`config.mk`:
```
export PLATFORM = sky130hd
export DESIGN_NAME = serial_adder_flat
export DESIGN_NICKNAME = d
export VERILOG_FILES = /design/src/rtl/serial_adder_pkg.sv /design/src/rtl/serial_adder_if.sv /design/src/rtl/fa.sv /design/src/rtl/fa_slice.sv /design/src/rtl/serial_adder.sv /design/src/flat_wrapper.sv
export SDC_FILE = /design/constraint.sdc
export NUM_CORES = 1
export LEC_CHECK = 0
export CAP_MARGIN = 30
export CORE_MARGIN = 8
export CORE_UTILIZATION = 50
export DETAILED_ROUTE_END_ITERATION = 8
export GPL_ROUTABILITY_DRIVEN = 0
export GPL_TIMING_DRIVEN = 0
export HOLD_SLACK_MARGIN = 0.08
export PLACE_DENSITY = 0.84
export SLEW_MARGIN = 20
export SYNTH_ARGS = -nofsm -noshare
export SYNTH_HDL_FRONTEND = slang
export SYNTH_SLANG_ARGS = --single-unit
```
`constraint.sdc`:
```
create_clock -name clk -period 3.9 [get_ports clk]
set_clock_uncertainty 0.05 [all_clocks]
set_input_delay 0.39 -clock clk [delete_from_list [all_inputs] [get_ports clk]]
set_output_delay 0.39 -clock clk [all_outputs]
set_load 0.1 [all_outputs]
```
`src/rtl/serial_adder_pkg.sv`:
```
// serial_adder_pkg: FSM state type and counter sizing shared by the serial adder
package serial_adder_pkg;
  typedef enum logic {IDLE, RUN} state_t;
  function automatic int cnt_w(input int width, input int digit);
    return (width / digit) > 1 ? $clog2(width / digit) : 1;
  endfunction
endpackage

```
`src/rtl/serial_adder_if.sv`:
```
// serial_adder_if: start/operand request and result bundle of the serial adder
interface serial_adder_if #(parameter int WIDTH = 8) ();
  logic start;
  logic sub;
  logic ci;
  logic [WIDTH-1:0] x;
  logic [WIDTH-1:0] y;
  logic busy;
  logic done;
  logic [WIDTH-1:0] s;
  logic co;
  logic ovf;
  modport master (output start, sub, ci, x, y, input busy, done, s, co, ovf);
  modport slave (input start, sub, ci, x, y, output busy, done, s, co, ovf);
endinterface

```
`src/rtl/fa.sv`:
```
// fa: single-bit full adder cell
module fa (
  input  logic a,
  input  logic b,
  input  logic ci,
  output logic s,
  output logic co
);
  assign s = a ^ b ^ ci;
  assign co = (a & b) | (ci & (a ^ b));
endmodule

```
`src/rtl/fa_slice.sv`:
```
// fa_slice: DIGIT-bit ripple chain of fa cells, exposing the carry into the top cell
module fa_slice #(parameter int DIGIT = 1) (
  input  logic ci,
  input  logic [DIGIT-1:0] x,
  input  logic [DIGIT-1:0] y,
  output logic [DIGIT-1:0] s,
  output logic co,
  output logic c_msb_in
);
  logic [DIGIT:0] c;
  assign c[0] = ci;
  for (genvar i = 0; i < DIGIT; i++) begin : g_fa
    fa u_fa (.a(x[i]), .b(y[i]), .ci(c[i]), .s(s[i]), .co(c[i+1]));
  end
  assign co = c[DIGIT];
  assign c_msb_in = c[DIGIT-1];
endmodule

```
`src/rtl/serial_adder.sv`:
```
// serial_adder: multi-cycle add/subtract, DIGIT bits per clock with a carry flip-flop
module serial_adder
  import serial_adder_pkg::*;
#(
  parameter int WIDTH = 8,
  parameter int DIGIT = 1
) (
  input logic clk,
  input logic rst_n,
  serial_adder_if.slave bus
);
  localparam int N = WIDTH / DIGIT;
  localparam int CW = cnt_w(WIDTH, DIGIT);
  localparam logic [CW-1:0] LAST = CW'(N - 1);
  if (DIGIT < 1 || WIDTH % DIGIT != 0) begin : g_bad_digit
    $error("serial_adder: DIGIT must divide WIDTH");
  end
  state_t state, state_nx;
  logic [WIDTH-1:0] xr, yr, res, s_q;
  logic [CW-1:0] cnt;
  logic carry, co_q, ovf_q, done_q;
  logic load, step, last;
  logic [DIGIT-1:0] sd;
  logic cd, cm;
  logic [WIDTH+DIGIT-1:0] cat;
  fa_slice #(.DIGIT(DIGIT)) u_slice (
    .ci(carry), .x(xr[DIGIT-1:0]), .y(yr[DIGIT-1:0]),
    .s(sd), .co(cd), .c_msb_in(cm)
  );
  // sum digit enters at the MSB end so the finished word lines up after N shifts
  assign cat = {sd, res};
  always_comb begin
    load = 1'b0;
    step = 1'b0;
    last = 1'b0;
    state_nx = state;
    load = (state == IDLE) && bus.start;
    step = (state == RUN);
    last = step && (cnt == LAST);
    state_nx = load ? RUN : last ? IDLE : state;
  end
  always_ff @(posedge clk)
    if (!rst_n) state <= IDLE;
    else state <= state_nx;
  always_ff @(posedge clk)
    if (!rst_n) begin
      xr <= '0;
      yr <= '0;
      res <= '0;
      s_q <= '0;
      cnt <= '0;
      carry <= 1'b0;
      co_q <= 1'b0;
      ovf_q <= 1'b0;
      done_q <= 1'b0;
    end else begin
      done_q <= last;
      if (load) begin
        xr <= bus.x;
        yr <= bus.sub ? ~bus.y : bus.y;
        carry <= bus.sub | bus.ci;
        cnt <= '0;
      end else if (step) begin
        xr <= xr >> DIGIT;
        yr <= yr >> DIGIT;
        res <= cat[WIDTH+DIGIT-1:DIGIT];
        carry <= cd;
        cnt <= last ? '0 : cnt + 1'b1;
      end
      if (last) begin
        s_q <= cat[WIDTH+DIGIT-1:DIGIT];
        co_q <= cd;
        ovf_q <= cm ^ cd;
      end
    end
  assign bus.busy = (state == RUN);
  assign bus.done = done_q;
  assign bus.s = s_q;
  assign bus.co = co_q;
  assign bus.ovf = ovf_q;
endmodule

```
`src/flat_wrapper.sv`:
```
// flat-port wrapper written by rule: the top's interface ports become plain ports
module serial_adder_flat import serial_adder_pkg::*;
#(
  parameter int WIDTH = 8,
  parameter int DIGIT = 1
)
  (clk, rst_n, bus_start, bus_sub, bus_ci, bus_x, bus_y, bus_busy, bus_done, bus_s, bus_co, bus_ovf);
  serial_adder_if #(.WIDTH(WIDTH)) bus_i ();
  input logic clk;
  input logic rst_n;
  input wire logic [$bits(bus_i.start)-1:0] bus_start;
  input wire logic [$bits(bus_i.sub)-1:0] bus_sub;
  input wire logic [$bits(bus_i.ci)-1:0] bus_ci;
  input wire logic [$bits(bus_i.x)-1:0] bus_x;
  input wire logic [$bits(bus_i.y)-1:0] bus_y;
  output wire logic [$bits(bus_i.busy)-1:0] bus_busy;
  output wire logic [$bits(bus_i.done)-1:0] bus_done;
  output wire logic [$bits(bus_i.s)-1:0] bus_s;
  output wire logic [$bits(bus_i.co)-1:0] bus_co;
  output wire logic [$bits(bus_i.ovf)-1:0] bus_ovf;
  assign bus_i.start = bus_start;
  assign bus_i.sub = bus_sub;
  assign bus_i.ci = bus_ci;
  assign bus_i.x = bus_x;
  assign bus_i.y = bus_y;
  assign bus_busy = bus_i.busy;
  assign bus_done = bus_i.done;
  assign bus_s = bus_i.s;
  assign bus_co = bus_i.co;
  assign bus_ovf = bus_i.ovf;
  serial_adder #(.WIDTH(WIDTH), .DIGIT(DIGIT)) u_core (.clk(clk), .rst_n(rst_n), .bus(bus_i));
endmodule
```
==> impl_metrics.toml <==
[cells_and_area]
syn2layout_area_growth_pct = 25.5
fin_area_mm2 = 0.00219
diodes = 0
layout.nets = 237
finalNonFillerCells = 260
drive_gt1_share_pct = 13.6
regArea_um2 = 781
n_fill_cell = 291
multi_input_area_um2 = 871

[synth]
yosys_warnings = 0
syn_inst = 176
yosys.cell_count.top_type = "dfxtp_1"
synth-compound-area-share_pct = 17.4
synthDistinctLibCells = 26
synth-main-ff-cell = "dfxtp_1"
yosysTopAreaCell = "dfxtp_1"
ys_top_cells_by_area = "dfxtp_1 (45%), mux2i_1 (8.6%), a21bo_2 (5.2%)"
synth-simple-area-share_pct = 16.9
synth_edf_count = 0
synth_top_area_share_pct = 44.8
syn-num-nets = 200
synth_xor_area_share_pct = 4.52
synthAdderAreaFrac_pct = 2.58
syn_avg_cell_area_um2 = 9.90
synthTopCellsByCount = "dfxtp_1 (39), nand3_1 (17), mux2i_1 (15)"
syn_area_mm2 = 0.00174
ys_seq_area_share_pct = 44.8
muxShareOfSynthArea_pct = 8.61
async_reset_ff_share_pct = 0
synth_top_family_by_area = "compound AO/OA/AOI/OAI gates"
ys_seq_elements = 39

[cts]
post_cts_buffers = 0
cts_sinks = 39
cts_tree = "yes"
numCtsBuffers = 5
insertion_delay_ps = 350
clockRootBuffer = "clkbuf_4"
hold_buffers = 0
htree_levels = 2
clockBufferDepth = 2
cts_resized = 0
path_clk_slew_ps = 120

[die]
io-pin-count = 33
start_util_pct = 52.2
dieArea_mm2 = 0.00563
core_mm2 = 0.00334
row_count = 21
die_h_um = 75.0
die_x_um = 75.0

[place]
dpl_cell_area_mm2 = 0.00210
hpwl_mm = 2.64
placed_cells = 252
port_buffers = 30
pre_cts_ws_ps = 1850

[critical_path]
worstPathCellList = "clkdlybuf4s50_1"
worst-path-stages = 1
endpoint = "bus_busy"
cp_slowest_cell = "clkdlybuf4s50_1"
cp_top_family = "buffers and inverters"
worstSetupStartpointType = "flip-flop"
path_class = "reg -> out"
reg2reg_to = "u_core.bus.s[6]$_SDFFE_PN0P_"
rrSetupSlack_ps = 2320
rr_worst_depth = 6
r2r_start = "u_core.cnt[0]$_SDFFE_PP0P_"
slowest_delay_ps = 1180
worstPathArrival_ps = 2000
crit_required_ps = 3460
cp_num_buf_inv = 1
crit_fanout = 8
end_kind = "output port"
startpoint = "u_core.bus.busy$_SDFFE_PN0P_"

[global_routing]
grt_use_total_pct = 14.5
antenna_found_initial = 0
grt_max_degree = 13
grt.overflow.total = 0
first_global_vias = 1393
grt_pass1_wl_mm = 6.31

[timing]
setup_tns_ps = 0
rsz0062_at_grt = "false"
setup_viol = 0
tightest_slew_ps = 980
fmax_ghz = 0.410
hold_violations = 0
finalWorstSetupSlack_ps = 1460
period_needed_ps = 2440
maxSlewViolCount = 0
maxSlewHeadroom_pct = 34.5
fin_crit_sh_pct = 62.5

[drt]
route.detailed.drc = 0
routed_wl_mm = 3.74
drt_iter0_markers = 96
wl_per_cell_um = 14.4
antenna_left = 0
first_pass_iters = 4
avgViaCountPerCell = 5.35
vias = 1392

[pwr]
combinationalPowerShare_pct = 13.2
swShare_pct = 24.7
p_total_mw = 0.826
peakVddDrop_mv = 0.212
clkPwrFrac_pct = 35.1
power.leakage_nw = 0.827
p_switching_mw = 0.204
p_int_mw = 0.621
p_per_area_mw_per_mm2 = 378
seq_power_share_pct = 51.8

[min_path]
hold_path.class = "in -> reg"
worstHoldStart = "bus_start"

[run_status]
outcome = "completed"

[job]
maxCapViolCount = 0
final cells by class:
class                           instances  share of cell area, %
Sequential cell                        39                   35.7
Multi-Input combinational cell        120                   39.8
Clock buffer                            6                   2.35
Timing Repair Buffer                   30                   13.7
Tap cell                               46                   2.63
Buffer                                 15                   3.83
Inverter                                2                  0.343
Clock inverter                          2                   1.60
per-stage QoR:
stage                     hold WS [ps]  utilization (%)
final                              350             65.5
after global routing               345             65.5
after CTS                          349             65.5
after detailed placement           425             63.0
after global placement             418             63.0
after floorplan                    407                -
worst min path at each step:
stage	end	slack (ps)	cells past startpoint
floorplan	u_core.bus.s[0]$_SDFFE_PN0P_	410	2
finish	u_core.cnt[0]$_SDFFE_PP0P_	350	3
CTS	u_core.cnt[0]$_SDFFE_PP0P_	350	3
global route	u_core.cnt[1]$_SDFFE_PP0P_	340	3
detailed placement	u_core.bus.s[0]$_SDFFE_PN0P_	430	2
global placement	u_core.bus.s[0]$_SDFFE_PN0P_	420	2
registers in the layout (all words and copies together) (netlist names):
register	cells
u_core.bus.s	8
u_core.xr	8
u_core.yr	8
u_core.res	7
u_core.cnt	3
u_core.bus.busy	1
u_core.bus.co	1
u_core.bus.done	1
u_core.bus.ovf	1
u_core.carry	1
cells by family (layout without fill, tap and decap cells):
kind of cell    after synthesis  in the layout
simple gates                 52             52
flops                        39             39
fa+ha+maj                     3              3
xor+xnor                      9              9
mux                          15             15
compound gates               41             41
buf+inv                      17             55
routing by layer:
metal | track usage (%) | wire length [um]
met5 | 0 | 0
met4 | 4.35 | 29
met3 | 5.86 | 155
met2 | 22.3 | 1750
met1 | 18.1 | 1810
power groups by stage:
| stage | Sequential [mW] | Combinational [mW] | Clock, mW |
|---|---|---|---|
| CTS | 0.427 | 0.109 | 0.291 |
| detailed placement | 0.436 | 0.108 | 0 |
| global placement | 0.436 | 0.106 | 0 |
| floorplan | 0.438 | 0.0668 | 0 |
| global route | 0.430 | 0.118 | 0.310 |
| finish | 0.427 | 0.109 | 0.289 |
cells in the final DEF (no fill, tap or decap), types with 2 or more instances in the layout:
cell type,synthesis,final
a211oi_1,8,8
nand2b_1,9,9
buf_2,7,7
clkdlybuf4s50_1,0,30
nand3b_1,3,3
or3b_1,4,4
a21bo_2,9,9
clkbuf_1,4,4
clkbuf_4,0,5
xnor2_1,9,9
nand3_1,17,17
buf_4,3,3
o221ai_1,7,7
nor2b_1,7,7
mux2i_1,15,15
a21oi_1,14,14
ha_1,2,2
dfxtp_1,39,39
nor2_1,10,10
(Power assumes the default switching activity.)
